===== src/rtl/div_seq_pkg.sv =====
// Shared types and constants for the multi-cycle DIV/DIVU unit.
package div_seq_pkg;

  localparam int unsigned CNT_W = 6;

  localparam logic        DIV_START = 1'b1;
  localparam logic        DIV_STOP  = 1'b0;
  localparam logic        ENABLE    = 1'b1;
  localparam logic [31:0] ZERO_WORD = 32'h0000_0000;

  typedef enum logic [1:0] {
    DIV_FREE    = 2'd0,
    DIV_BY_ZERO = 2'd1,
    DIV_ON      = 2'd2,
    DIV_END     = 2'd3
  } div_state_e;

endpackage


===== src/rtl/div_seq.sv =====
// Sequential restoring divider: one quotient bit per cycle, result pulsed
// for one cycle into the HI (remainder) / LO (quotient) write port.
module div_seq
  import div_seq_pkg::*;
#(
  parameter int unsigned DIV_W = 32
) (
  input  logic             clk,
  input  logic             rst,
  input  logic             start_i,
  input  logic             signed_div_i,
  input  logic [DIV_W-1:0] opdata1_i,
  input  logic [DIV_W-1:0] opdata2_i,
  input  logic             annul_i,
  output logic             stallreq_o,
  output logic             ready_o,
  output logic             whilo_o,
  output logic [DIV_W-1:0] hi_o,
  output logic [DIV_W-1:0] lo_o
);

  localparam int unsigned WR_W = 2 * DIV_W + 1;

  function automatic logic [DIV_W-1:0] neg_if(input logic [DIV_W-1:0] x, input logic en);
    return en ? (DIV_W'(0) - x) : x;
  endfunction

  div_state_e       state_q, state_d;
  logic [CNT_W-1:0] cnt_q, cnt_d;
  logic [WR_W-1:0]  work_q, work_d;
  logic [DIV_W-1:0] op1_q, op1_d, op2_q, op2_d;
  logic             signed_q, signed_d;
  logic             ready_q, ready_d, whilo_q, whilo_d;
  logic [DIV_W-1:0] hi_q, hi_d, lo_q, lo_d;

  logic [DIV_W-1:0] mag2;
  logic [WR_W-1:0]  shifted, step;
  logic [DIV_W:0]   diff;
  logic [DIV_W-1:0] q_fin, r_fin;
  logic             unused_bits;

  // One restoring step: shift {rem,dividend} left, keep the trial subtract if it did not borrow.
  assign mag2    = neg_if(op2_q, signed_q & op2_q[DIV_W-1]);
  assign shifted = {work_q[WR_W-2:0], 1'b0};
  assign diff    = shifted[WR_W-1:DIV_W] - {1'b0, mag2};
  assign step    = diff[DIV_W] ? shifted : {diff, shifted[DIV_W-1:1], 1'b1};
  assign q_fin   = neg_if(step[DIV_W-1:0], signed_q & (op1_q[DIV_W-1] ^ op2_q[DIV_W-1]));
  assign r_fin   = neg_if(step[2*DIV_W-1:DIV_W], signed_q & op1_q[DIV_W-1]);

  // Top working bit is always shifted out; only the dividend sign is needed after latching.
  assign unused_bits = ^{work_q[WR_W-1], step[WR_W-1], shifted[0], op1_q[DIV_W-2:0]};

  always_comb begin
    state_d    = state_q;
    cnt_d      = cnt_q;
    work_d     = work_q;
    op1_d      = op1_q;
    op2_d      = op2_q;
    signed_d   = signed_q;
    ready_d    = 1'b0;
    whilo_d    = 1'b0;
    hi_d       = hi_q;
    lo_d       = lo_q;
    stallreq_o = DIV_STOP;
    unique case (state_q)
      DIV_FREE: begin
        stallreq_o = start_i;
        if (start_i == DIV_START && !annul_i) begin
          op1_d    = opdata1_i;
          op2_d    = opdata2_i;
          signed_d = signed_div_i;
          cnt_d    = '0;
          work_d   = WR_W'(neg_if(opdata1_i, signed_div_i & opdata1_i[DIV_W-1]));
          state_d  = (opdata2_i == '0) ? DIV_BY_ZERO : DIV_ON;
        end
      end
      DIV_BY_ZERO: begin
        stallreq_o = DIV_START;
        if (annul_i) begin
          state_d = DIV_FREE;
        end else begin
          state_d = DIV_END;
          ready_d = ENABLE;
          whilo_d = ENABLE;
          hi_d    = DIV_W'(ZERO_WORD);
          lo_d    = DIV_W'(ZERO_WORD);
        end
      end
      DIV_ON: begin
        stallreq_o = DIV_START;
        if (annul_i) begin
          state_d = DIV_FREE;
        end else begin
          work_d = step;
          cnt_d  = CNT_W'(cnt_q + 1'b1);
          if (cnt_q == CNT_W'(DIV_W - 1)) begin
            state_d = DIV_END;
            ready_d = ENABLE;
            whilo_d = ENABLE;
            hi_d    = r_fin;
            lo_d    = q_fin;
          end
        end
      end
      DIV_END: state_d = DIV_FREE;
      default: state_d = DIV_FREE;
    endcase
  end

  always_ff @(posedge clk or negedge rst) begin
    if (!rst) begin
      state_q  <= DIV_FREE;
      cnt_q    <= '0;
      work_q   <= '0;
      op1_q    <= '0;
      op2_q    <= '0;
      signed_q <= 1'b0;
      ready_q  <= 1'b0;
      whilo_q  <= 1'b0;
      hi_q     <= '0;
      lo_q     <= '0;
    end else begin
      state_q  <= state_d;
      cnt_q    <= cnt_d;
      work_q   <= work_d;
      op1_q    <= op1_d;
      op2_q    <= op2_d;
      signed_q <= signed_d;
      ready_q  <= ready_d;
      whilo_q  <= whilo_d;
      hi_q     <= hi_d;
      lo_q     <= lo_d;
    end
  end

  assign ready_o = ready_q;
  assign whilo_o = whilo_q;
  assign hi_o    = hi_q;
  assign lo_o    = lo_q;

endmodule


===== config.mk =====
export PLATFORM = sky130hd
export DESIGN_NAME = div_seq
export DESIGN_NICKNAME = d
export VERILOG_FILES = /design/src/rtl/div_seq_pkg.sv /design/src/rtl/div_seq.sv
export SDC_FILE = /design/constraint.sdc
export NUM_CORES = 1
export LEC_CHECK = 0
export ABC_AREA = 1
export BUFFER_PORTS_ARGS = -buffer_cell sky130_fd_sc_hd__clkbuf_2
export CORE_UTILIZATION = 65
export DETAILED_ROUTE_END_ITERATION = 8
export PLACE_DENSITY = 0.87
export SLEW_MARGIN = 10
export SYNTH_ARGS = -nofsm -noshare
export SYNTH_HDL_FRONTEND = slang
export SYNTH_SLANG_ARGS = --single-unit

===== constraint.sdc =====
create_clock -name clk -period 9.5 [get_ports clk]
set_clock_uncertainty 0.05 [all_clocks]
set_input_delay 0.475 -clock clk [delete_from_list [all_inputs] [get_ports clk]]
set_output_delay 0.475 -clock clk [all_outputs]
set_load 0.05 [all_outputs]

; Word-level counts from Yosys, hierarchy flattened
; Index checks and enable logic that the tools add are counted.
; W data, S select, Z words.
[word_totals]
register_bits = 202
in_bits = 69
output_inout_bits = 67
word_cells = 69
[classes]
addsub = 6
eq_ne = 9
muxes = 29
n_bitwise = 5
n_reduce_logical = 11
[op_table]
columns = operator, n
row1 = $mux W32, 9
row2 = $mux W64, 3
row3 = $pmux W32 S2, 2
row4 = $pmux W64 S2, 1
row5 = $sub A1 B32 Y32 const A, 4
row6 = $sub A33 B32 Y33, 1
row7 = $logic_not A32 Y1, 1
row8 = $mux W6, 2
row9 = $pmux W6 S2, 1
row10 = $mux W2, 5
row11 = $ne A2 B2 Y1 const B, 4
row12 = $pmux W2 S4, 1
row13 = $add A6 B1 Y6 const B, 1
row14 = $eq A6 B5 Y1 const B, 1
row15 = $and A1 B1 Y1, 4
row16 = $eq A2 B2 Y1 const B, 2
row17 = $pmux W1 S2, 2
row18 = $reduce_and A2 Y1, 2
row19 = $reduce_and A4 Y1, 1
row20 = $reduce_bool A2 Y1, 2
row21 = $mux W1, 3
row22 = $ne A3 B3 Y1 const B, 1
row23 = $reduce_and A3 Y1, 1
row24 = $eq A2 B1 Y1 const B, 1
row25 = 5 further kinds, 5

; Depth between registers and ports, before layout
; Gate-level depths: netlist of run 1.
[depth]
ltp_word = 9
ltp_mapped = 39
depth_no_buf = 37

; Least setup slack after synthesis of run 1
; No wires, ideal clock.
[synth_timing]
kind = register -> register
startpoint = reg op2_q[0]
endpoint = reg lo_q[30] (netlist: lo_o[30])
arrival_ns = 5.140
required_time_ns = 9.327
slack_ns = 4.187
path_stages_with_launch = 37
path_cell_list = dfrtp_1 > inv_1 > ha_1 > inv_1 > nor3_1 > nor3b_1 > nand3_1 > nor3_1 > nand4_1 > nand2_1 > o21ai_0 > a21oi_1 > o21ai_0 > a21oi_1 > xor2_1 > ha_1 > nand2_1 > nor2_1 > nand2_1 > inv_1 > a21oi_2 > nand3_2 > nand2_2 > buf_6 > buf_8 > ha_1 > nand2_1 > nor2_1 > nand3_1 > nor2_1 > a21oi_1 > a21oi_1 > o21ai_0 > nor2_1 > a31oi_1 > o21ai_0 > nand2_1
[synth_between]
elab_chain_cells = 9
[synth_rtl]
columns = element, line
row1 = from (decl), div_seq.sv:31  ; logic [DIV_W-1:0] op1_q, op1_d, op2_q, op2_d;
row2 = from (signal assigned), div_seq.sv:127  ; op2_q <= op2_d;
row3 = $sub A1 B32 Y32, div_seq.sv:25  ; return en ? (DIV_W'(0) - x) : x;
row4 = $mux W32 (*), div_seq.sv:25
row5 = $sub A33 B32 Y33 (*), div_seq.sv:45  ; assign diff = shifted[WR_W-1:DIV_W] - {1'b0, mag2};
row6 = $mux W64 (*), div_seq.sv:46  ; assign step = diff[DIV_W] ? shifted : {diff, shifted[DIV_W-1:1], 1'b1};
row7 = $sub A1 B32 Y32 (*), div_seq.sv:25
row8 = $mux W32 (*), div_seq.sv:25
row9 = $mux W32 (*), div_seq.sv:96  ; if (cnt_q == CNT_W'(DIV_W - 1)) begin
row10 = $mux W32 (*), div_seq.sv:91  ; if (annul_i) begin
row11 = $pmux W32 S2 (*), div_seq.sv:65  ; unique case (state_q)
row12 = to (signal assigned), div_seq.sv:132  ; lo_q <= lo_d;
row13 = to (decl), div_seq.sv:34  ; logic [DIV_W-1:0] hi_q, hi_d, lo_q, lo_d;
; Mark *: on every way between the ends. The rest lies on a longest branch, timed or not. The select of a mux whose other input is x is not followed.
; A chain may end at the register's enable or synchronous reset.

; Final worst setup path of run 1
; Ends and elaborated chain as after synthesis.

==> results of run 1 <==
cells in the mapped netlist (4+ instances only):
library cell	number
o21ai_2	9
ha_1	41
or2_2	6
inv_2	9
nor2_2	6
xor2_1	39
nand2_4	6
nor4_1	19
nand3_1	119
o21ai_1	9
buf_6	4
a31oi_1	9
nor2_1	170
o21bai_1	7
nand2_2	16
nor3_1	35
xnor2_1	25
nand4_1	20
o22ai_1	26
nand2_1	648
nand3b_1	6
a21oi_1	72
o221ai_1	29
o31ai_1	5
o21ai_0	121
inv_1	248
dfrtp_1	171
clkbuf_1	43
buf_4	4
layout make-up:
cell class,instances,area share (%)
Clock inverter,15,1.33
Multi-Input combinational cell,1465,51.4
Clock buffer,17,2.98
Timing Repair Buffer,143,5.20
Inverter,259,6.81
Tap cell,265,2.32
Sequential cell,171,30.0
cell families after synthesis:
kind of cell    count (synthesis)  share of synthesized area (%)
compound gates                300                           13.8
xor+xnor                       64                           4.37
fa+ha+maj                      42                           4.15
simple gates                 1059                           34.7
buf+inv                       315                           9.67
flops                         171                           33.3
cell usage in the layout (no fill, tap or decap), types with 8 or more instances in the layout:
cell | netlist | layout
nor3_1 | 35 | 34
o22ai_1 | 26 | 26
o21ai_2 | 9 | 9
ha_1 | 41 | 41
nand3_1 | 119 | 119
xor2_1 | 39 | 39
a21oi_1 | 72 | 71
buf_4 | 4 | 8
clkbuf_2 | 0 | 134
nand2_1 | 648 | 648
nor4_1 | 19 | 19
o21ai_1 | 9 | 10
clkbuf_16 | 0 | 17
dfrtp_1 | 171 | 171
inv_2 | 9 | 9
nand2_2 | 16 | 16
nand4_1 | 20 | 20
xnor2_1 | 25 | 25
a31oi_1 | 9 | 9
o21ai_0 | 121 | 120
nor2_1 | 170 | 169
inv_1 | 248 | 248
o221ai_1 | 29 | 29
worst max-delay path: cells and delay by family, from the launching register on:
family | cells | cell delay [ps]
and+or+nand+nor | 17 | 3130
xor gates and xnor gates | 1 | 250
DFF | 1 | 410
adders and majority gates | 3 | 810
AOI/OAI and AO/OA | 11 | 2010
buffers and inverters | 3 | 200
path summary, 6_finish.rpt:
| check | from | to | slack, ps |
|---|---|---|---|
| min | rst | hi_o[17]$_DFFE_PN0P_ | 80 |
| max | op2_q[0]$_DFFE_PN0P_ | lo_o[30]$_DFFE_PN0P_ | 2570 |
| max reg2reg | op2_q[0]$_DFFE_PN0P_ | lo_o[30]$_DFFE_PN0P_ | 2570 |
| max in group asynchronous | rst | work_q[49]$_DFFE_PN0P_ | 7850 |
| min reg2reg | hi_o[24]$_DFFE_PN0P_ | hi_o[24]$_DFFE_PN0P_ | 430 |
| min in group clk | opdata2_i[27] | op2_q[27]$_DFFE_PN0P_ | 190 |
state kept, by name (all words and copies together), names as in the netlist:
| signal | count |
|---|---|
| lo_o | 32 |
| whilo_o | 1 |
| state_q | 2 |
| work_q | 64 |
| signed_q | 1 |
| op1_q | 1 |
| op2_q | 32 |
| hi_o | 32 |
| cnt_q | 6 |
per-stage QoR:
step	worst slack (ps)	cells	hold slack, ps	area, sq um	utilization [%]
after floorplan	4190	1951	129	12800	-
after global placement	3020	2303	412	13700	70.4
after detailed placement	2780	2303	415	13700	70.4
after CTS	2680	2335	120	14300	73.6
after global routing	1710	2335	164	14300	73.6
final	2570	2335	79.3	14300	73.6
metal layers:
layer  routed length [microns]  up-vias  part of all wire [%]
met5                         0        -                     0
li1                          -     6524                     -
met4                      1960        0                   5.0
met3                      2990      136                   7.7
met1                     15600     6276                    40
met2                     18400      734                    47
==> summary.txt, run 1 <==
Layout
  • Register area: 4280 sq um
  • Multi-input logic area: 7330 sq um
  • Area Growth Syn to Fin: 11.2%
  • Share of cells above drive strength 1: 11.4%
  • Layout net count: 2168
  • Fill count: approximately 1700
  • ANT cells: 0

Drt
  • Router iterations before antenna repair: 6
  • Via count: 13700
  • Initial DRC count: 1278
  • Avg WL per Cell: 16.7 microns
  • Post-DR vias/cell: a little under 6
  • DR DRC count: 0
  • Detail Route Antenna Nets: 0
  • Total wire length: ~39 mm

STA
  • Fmax: 144 MHz
  • Worst-Margin Slew: 1120 ps
  • Slew headroom: ~25%
  • Minimum clock period: 6930 ps
  • Fin. Hold Viols: 0
  • Slew Viols, Final: 0
  • Setup-failing EPs final: 0
  • Fin Setup TNS: 0 ps
  • RSZ-0062 raised after global routing: false
  • Fin crit share: between 70% and 80%

Floorplanning
  • Placeable Area: 19400 sq um
  • Die Ht: around 140 microns
  • Die width: 143 microns
  • Die area: 20300 sq um
  • Initial Util: 66.2%
  • Number of top-level pins: 136
  • Core Rows: 51

Critical path
  • CP Max Fanout: 30
  • Worst Setup End Kind: flip-flop
  • CP max stage delay: 500 ps
  • CP Data Arrival Time: 7270 ps
  • R2R cell count: 35
  • Crit Path Class: flip-flop to flip-flop
  • Crit path launch type: flip-flop
  • Worst path slowest cell: nand2_2
  • CP required: 9840 ps

Clock tree
  • Hold-fix buffers, CTS: 0
  • Post-CTS sizing: 0
  • Clock Tree Buf Depth: 2
  • Clock sink count: 171
  • Clock Root Buffer: clkbuf_16
  • Clock Latency Late Sink: 450 ps
  • H-tree depth: 4
  • CTS buffer count: 17
  • Post-CTS setup buffers: 0
  • Clock transition at path regs: ~80 ps
  • CTS tree: done

Global route
  • Total track usage: 39.8%
  • Met2 usage: 66.3%
  • GRT busiest layer: met2
  • Initial antenna violation count: 0
  • Met3 GRT Util: 5.99%
  • Grt total ovfl: 0
  • Pin count of the biggest net entering global routing: 100
  • Vias in the first global route: approximately 13000
  • First-pass GRT wire length: 63.0 mm
  • GR Util met1: around 50%

Synthesis
  • Synth area leader: dfrtp_1
  • Synth warnings: 0
  • Post-synthesis sequential area ratio: 33.3%
  • Synth top area share: 33.3%
  • Mapped cell area: 12800 sq um
  • Top cells by area, synth: dfrtp_1 (33%), nand2_1 (19%), inv_1 (7.3%)
  • Ys flop type: dfrtp_1
  • EDFF count, synth: 0
  • Post-Syn Instances: 1951
  • Syn_nets: 2062
  • Async S/R FF share, synth: 100%
  • Avg Inst Size Synth: 6.58 sq um
  • #FFs+latches synth: 171
  • Yosys cell types: 46

Place
  • Detailed placer's ending HPWL: 29.2 mm
  • GPL Wtd Cong: 1.03
  • PortBufs: between 100 and 150

Min path
  • Hold Crit Class: input pin to async pin

Status
  • Status: finished clean

Flow run
  • Max-capacitance violation count: 0
Power of run 1 is left out: the tool's default activity adds up to more than one toggle a clock period on the data nets, which glitch-free logic cannot reach.
==> run 2: changes to the inputs <==
--- a/config.mk
+++ b/config.mk
@@ -5,11 +5,11 @@
 export SDC_FILE = /design/constraint.sdc
 export NUM_CORES = 1
 export LEC_CHECK = 0
-export ABC_AREA = 1
+export ABC_AREA = 0
 export BUFFER_PORTS_ARGS = -buffer_cell sky130_fd_sc_hd__clkbuf_2
-export CORE_UTILIZATION = 65
+export CORE_UTILIZATION = 60
 export DETAILED_ROUTE_END_ITERATION = 8
-export PLACE_DENSITY = 0.87
+export PLACE_DENSITY = 0.81
 export SLEW_MARGIN = 10
 export SYNTH_ARGS = -nofsm -noshare
 export SYNTH_HDL_FRONTEND = slang
==> constraint.sdc (replaced) <==
create_clock -name clk -period 6.5 [get_ports clk]
set_clock_uncertainty 0.05 [all_clocks]
set_input_delay 0.325 -clock clk [delete_from_list [all_inputs] [get_ports clk]]
set_output_delay 0.325 -clock clk [all_outputs]
set_load 0.05 [all_outputs]
==> run 2 against run 1 <==
Global-route usage fell by 6.7 points. Maximum frequency rose by 16%. First-iteration DRC count fell by 22%. Synthesized cell count fell by 27%. Count of clock-buffer cells in the layout rose by 2. Critical path depth fell by 13. Routed wire length fell by 14%. Largest cell class unchanged. Via count fell by 17%.
==> summary.txt, run 2 <==
Status
  • Status: finished clean

STA
  • Slew Viols, Final: 0 (unchanged)
  • Fin Setup TNS: 0 ps (unchanged)
  • Worst-Margin Slew: 1020 ps (-101 ps)
  • Slew headroom: 32.1% (+6.6 points)
  • Minimum clock period: 5960 ps (-977 ps)
  • Fin. Hold Viols: 0 (unchanged)
  • Fmax: 168 MHz (+16%)
  • RSZ-0062 raised after global routing: false
  • Worst hold margin: 82.4 ps (+3.10 ps)
  • Setup-failing EPs final: 0 (unchanged)
  • Fin crit share: 91.7% (+19 points)

Layout
  • Share of cells above drive strength 1: 17.5% (+6.1 points)
  • Layout net count: 1631 (-25%)
  • Most common cell after layout, fill and taps aside: nand2_1
  • Most frequent cells in the layout: nand2_1 (173), dfrtp_1 (171), clkbuf_2 (134)
  • Design area: 13600 sq um (-5.0%)
  • Max FFs per register: 64 (unchanged)
  • ANT cells: 0 (unchanged)
  • Area Growth Syn to Fin: 10.9%
  • Top reg by flops: work_q
  • Fill count: 1580 (-4.6%)

Critical path
  • Cell family with most CP delay: compound AO/OA/AOI/OAI gates
  • Bufs and invs on worst path: 1 (-2)
  • R2r setup slk: 540 ps (-2020 ps)
  • Crit Path Class: flip-flop to flip-flop
  • CP max stage delay: 520 ps (+20 ps)
  • Worst path slowest cell: ha_1
  • Crit path cell chain: nor3_1 > nand3b_1 > or2_2 > nor2b_1 > and2_1 > a21oi_1 > xnor2_1 > ha_1 > nand2_2 > o21ai_0 > a211oi_1 > nor2_1 > o31a_1 > nor2_4 > inv_4 > nor2_1 > a21oi_1 > ha_1 > o21ai_0 > o31a_1 > a222oi_1 > nand2_1
  • CP Max Fanout: 28 (-6.7%)
  • R2r endpoint: hi_o[30]$_DFFE_PN0P_
  • CP required: 6770 ps (-3070 ps)
  • Crit path launch type: flip-flop
  • CP startpoint: op2_q[2]$_DFFE_PN0P_
  • Worst Setup End Kind: flip-flop
  • End of the critical path: hi_o[30]$_DFFE_PN0P_
  • WP depth: 22 (-37%)
  • FF-to-FF Start: op2_q[2]$_DFFE_PN0P_
  • R2R cell count: 22 (-37%)
  • CP Data Arrival Time: 6220 ps (-1050 ps)

Clock tree
  • Clock Latency Late Sink: 440 ps (about the same)
  • Clock Tree Buf Depth: 2 (unchanged)
  • Clock transition at path regs: 70 ps (about the same)
  • H-tree depth: 4 (unchanged)
  • Clock sink count: 171 (unchanged)
  • CTS buffer count: 17 (unchanged)
  • Clock Root Buffer: clkbuf_16
  • CTS tree: done

Drt
  • Total wire length: 33.3 mm (-14%)
  • Via count: 11300 (-17%)
  • Post-DR vias/cell: 6.30 (+7.6%)
  • Avg WL per Cell: 18.5 microns (+11%)
  • Initial DRC count: 995 (-22%)
  • DR DRC count: 0 (unchanged)
  • Router iterations before antenna repair: 5 (-1)
  • Detail Route Antenna Nets: 0 (unchanged)

Place
  • PortBufs: 135 (unchanged)
  • Detailed placer's ending HPWL: 25.1 mm (-14%)
  • Dpl cell area: 13000 sq um (-5.2%)
  • GPL Wtd Cong: 0.936 (-9.1%)

Synthesis
  • Mapped cell area: 12200 sq um (-4.8%)
  • #FFs+latches synth: 171 (unchanged)
  • Synth warnings: 0 (unchanged)
  • Synth area leader: dfrtp_1
  • Most frequent cell after synthesis: nand2_1
  • Top cells by area, synth: dfrtp_1 (35%), xor2_1 (5.6%), nand2_1 (5.3%)
  • Synth top area share: 35.0% (+1.7 points)
  • EDFF count, synth: 0 (unchanged)
  • Post-Syn Instances: 1425 (-27%)
  • Syn_nets: 1536 (-26%)
  • Ys flop type: dfrtp_1
  • Most frequent cells after synthesis: nand2_1 (173), dfrtp_1 (171), o21ai_0 (126), nor2_1 (119), a21oi_1 (109)
  • Yosys cell types: 95 (+110%)
  • Avg Inst Size Synth: 8.58 sq um (+30%)
  • Post-synthesis sequential area ratio: 35.0% (+1.7 points)
  • Async S/R FF share, synth: 100% (unchanged)

Global route
  • Initial antenna violation count: 0 (unchanged)
  • Total track usage: 33.1% (-6.7 points)
  • Vias in the first global route: 10400 (-18%)
  • First-pass GRT wire length: 53.9 mm (-15%)
  • Grt total ovfl: 0 (unchanged)
  • Pin count of the biggest net entering global routing: 97 (-3.0%)

Floorplanning
  • Initial Util: 62.0% (-4.2 points)
  • Die area: 21000 sq um (+3.1%)
  • Die Ht: 145 microns (+1.6%)
  • Placeable Area: 19700 sq um (+1.6%)
  • Number of top-level pins: 136 (unchanged)
  • Die width: 145 microns (+1.6%)
  • Core Rows: 51 (unchanged)

Min path
  • Hold Crit Class: input pin to flip-flop
  • Hold Crit Start: opdata2_i[13]

Flow run
  • Max-capacitance violation count: 0 (unchanged)
run 2: layout make-up:
type / count / area (sq um) / area share (%)
tap: 265 / 332 / 2.44
timing repair buffer: 150 / 797 / 5.88
clock buffer: 19 / 443 / 3.27
sequential: 171 / 4280 / 31.5
multi-input combinational: 1148 / 7470 / 55.1
clock inverter: 13 / 121 / 0.895
inverter: 32 / 123 / 0.904
run 2: kinds of logic after synthesis:
kind of cell,count (synthesis),share of synthesized area (%)
AOI/OAI and AO/OA,426,22.1
xor gates and xnor gates,141,10.1
adders and majority gates,42,4.36
buffers and inverters,106,4.02
DFF,171,35.0
muxes,67,5.96
and+or+nand+nor,472,18.5
run 2: metrics by stage:
step	util (%)	instances	setup WS, ps
after floorplan	-	1425	922
after global placement	65.7	1761	641
after detailed placement	65.7	1761	500
after CTS	68.6	1794	467
after global routing	68.8	1798	35.8
final	68.8	1798	543
run 2: worst min path at each step:
stage          slack [ps]  cells past startpoint                    end
2_1_floorplan         -20                      0   cnt_q[0]$_DFFE_PN0P_
3_3_place_gp          410                      2   lo_o[26]$_DFFE_PN0P_
3_5_place_dp          420                      2    hi_o[8]$_DFFE_PN0P_
4_1_cts                70                      2  op2_q[26]$_DFFE_PN0P_
5_1_grt                80                      2   op2_q[8]$_DFFE_PN0P_
6_report               80                      2  op2_q[13]$_DFFE_PN0P_
run 2: layer usage:
metal  share of wire, %  global-route usage [%]  up-vias
li1                   -                       -     5356
met1                 46                    48.5     5353
met2                 43                    49.0      563
met3                9.5                    6.68       56
met4                2.0                    9.97        0
met5                  0                       0        -
run 2: timing repair:
item | 4_1_cts | 5_1_grt
gates resized for setup | 0 | 2
buffers inserted | 0 | 4
endpoints found under the hold margin | 95 | 0
hold buffers | 1 | 0
endpoints found under the setup margin | 0 | 16
Power of run 2 is left out for the same reason.
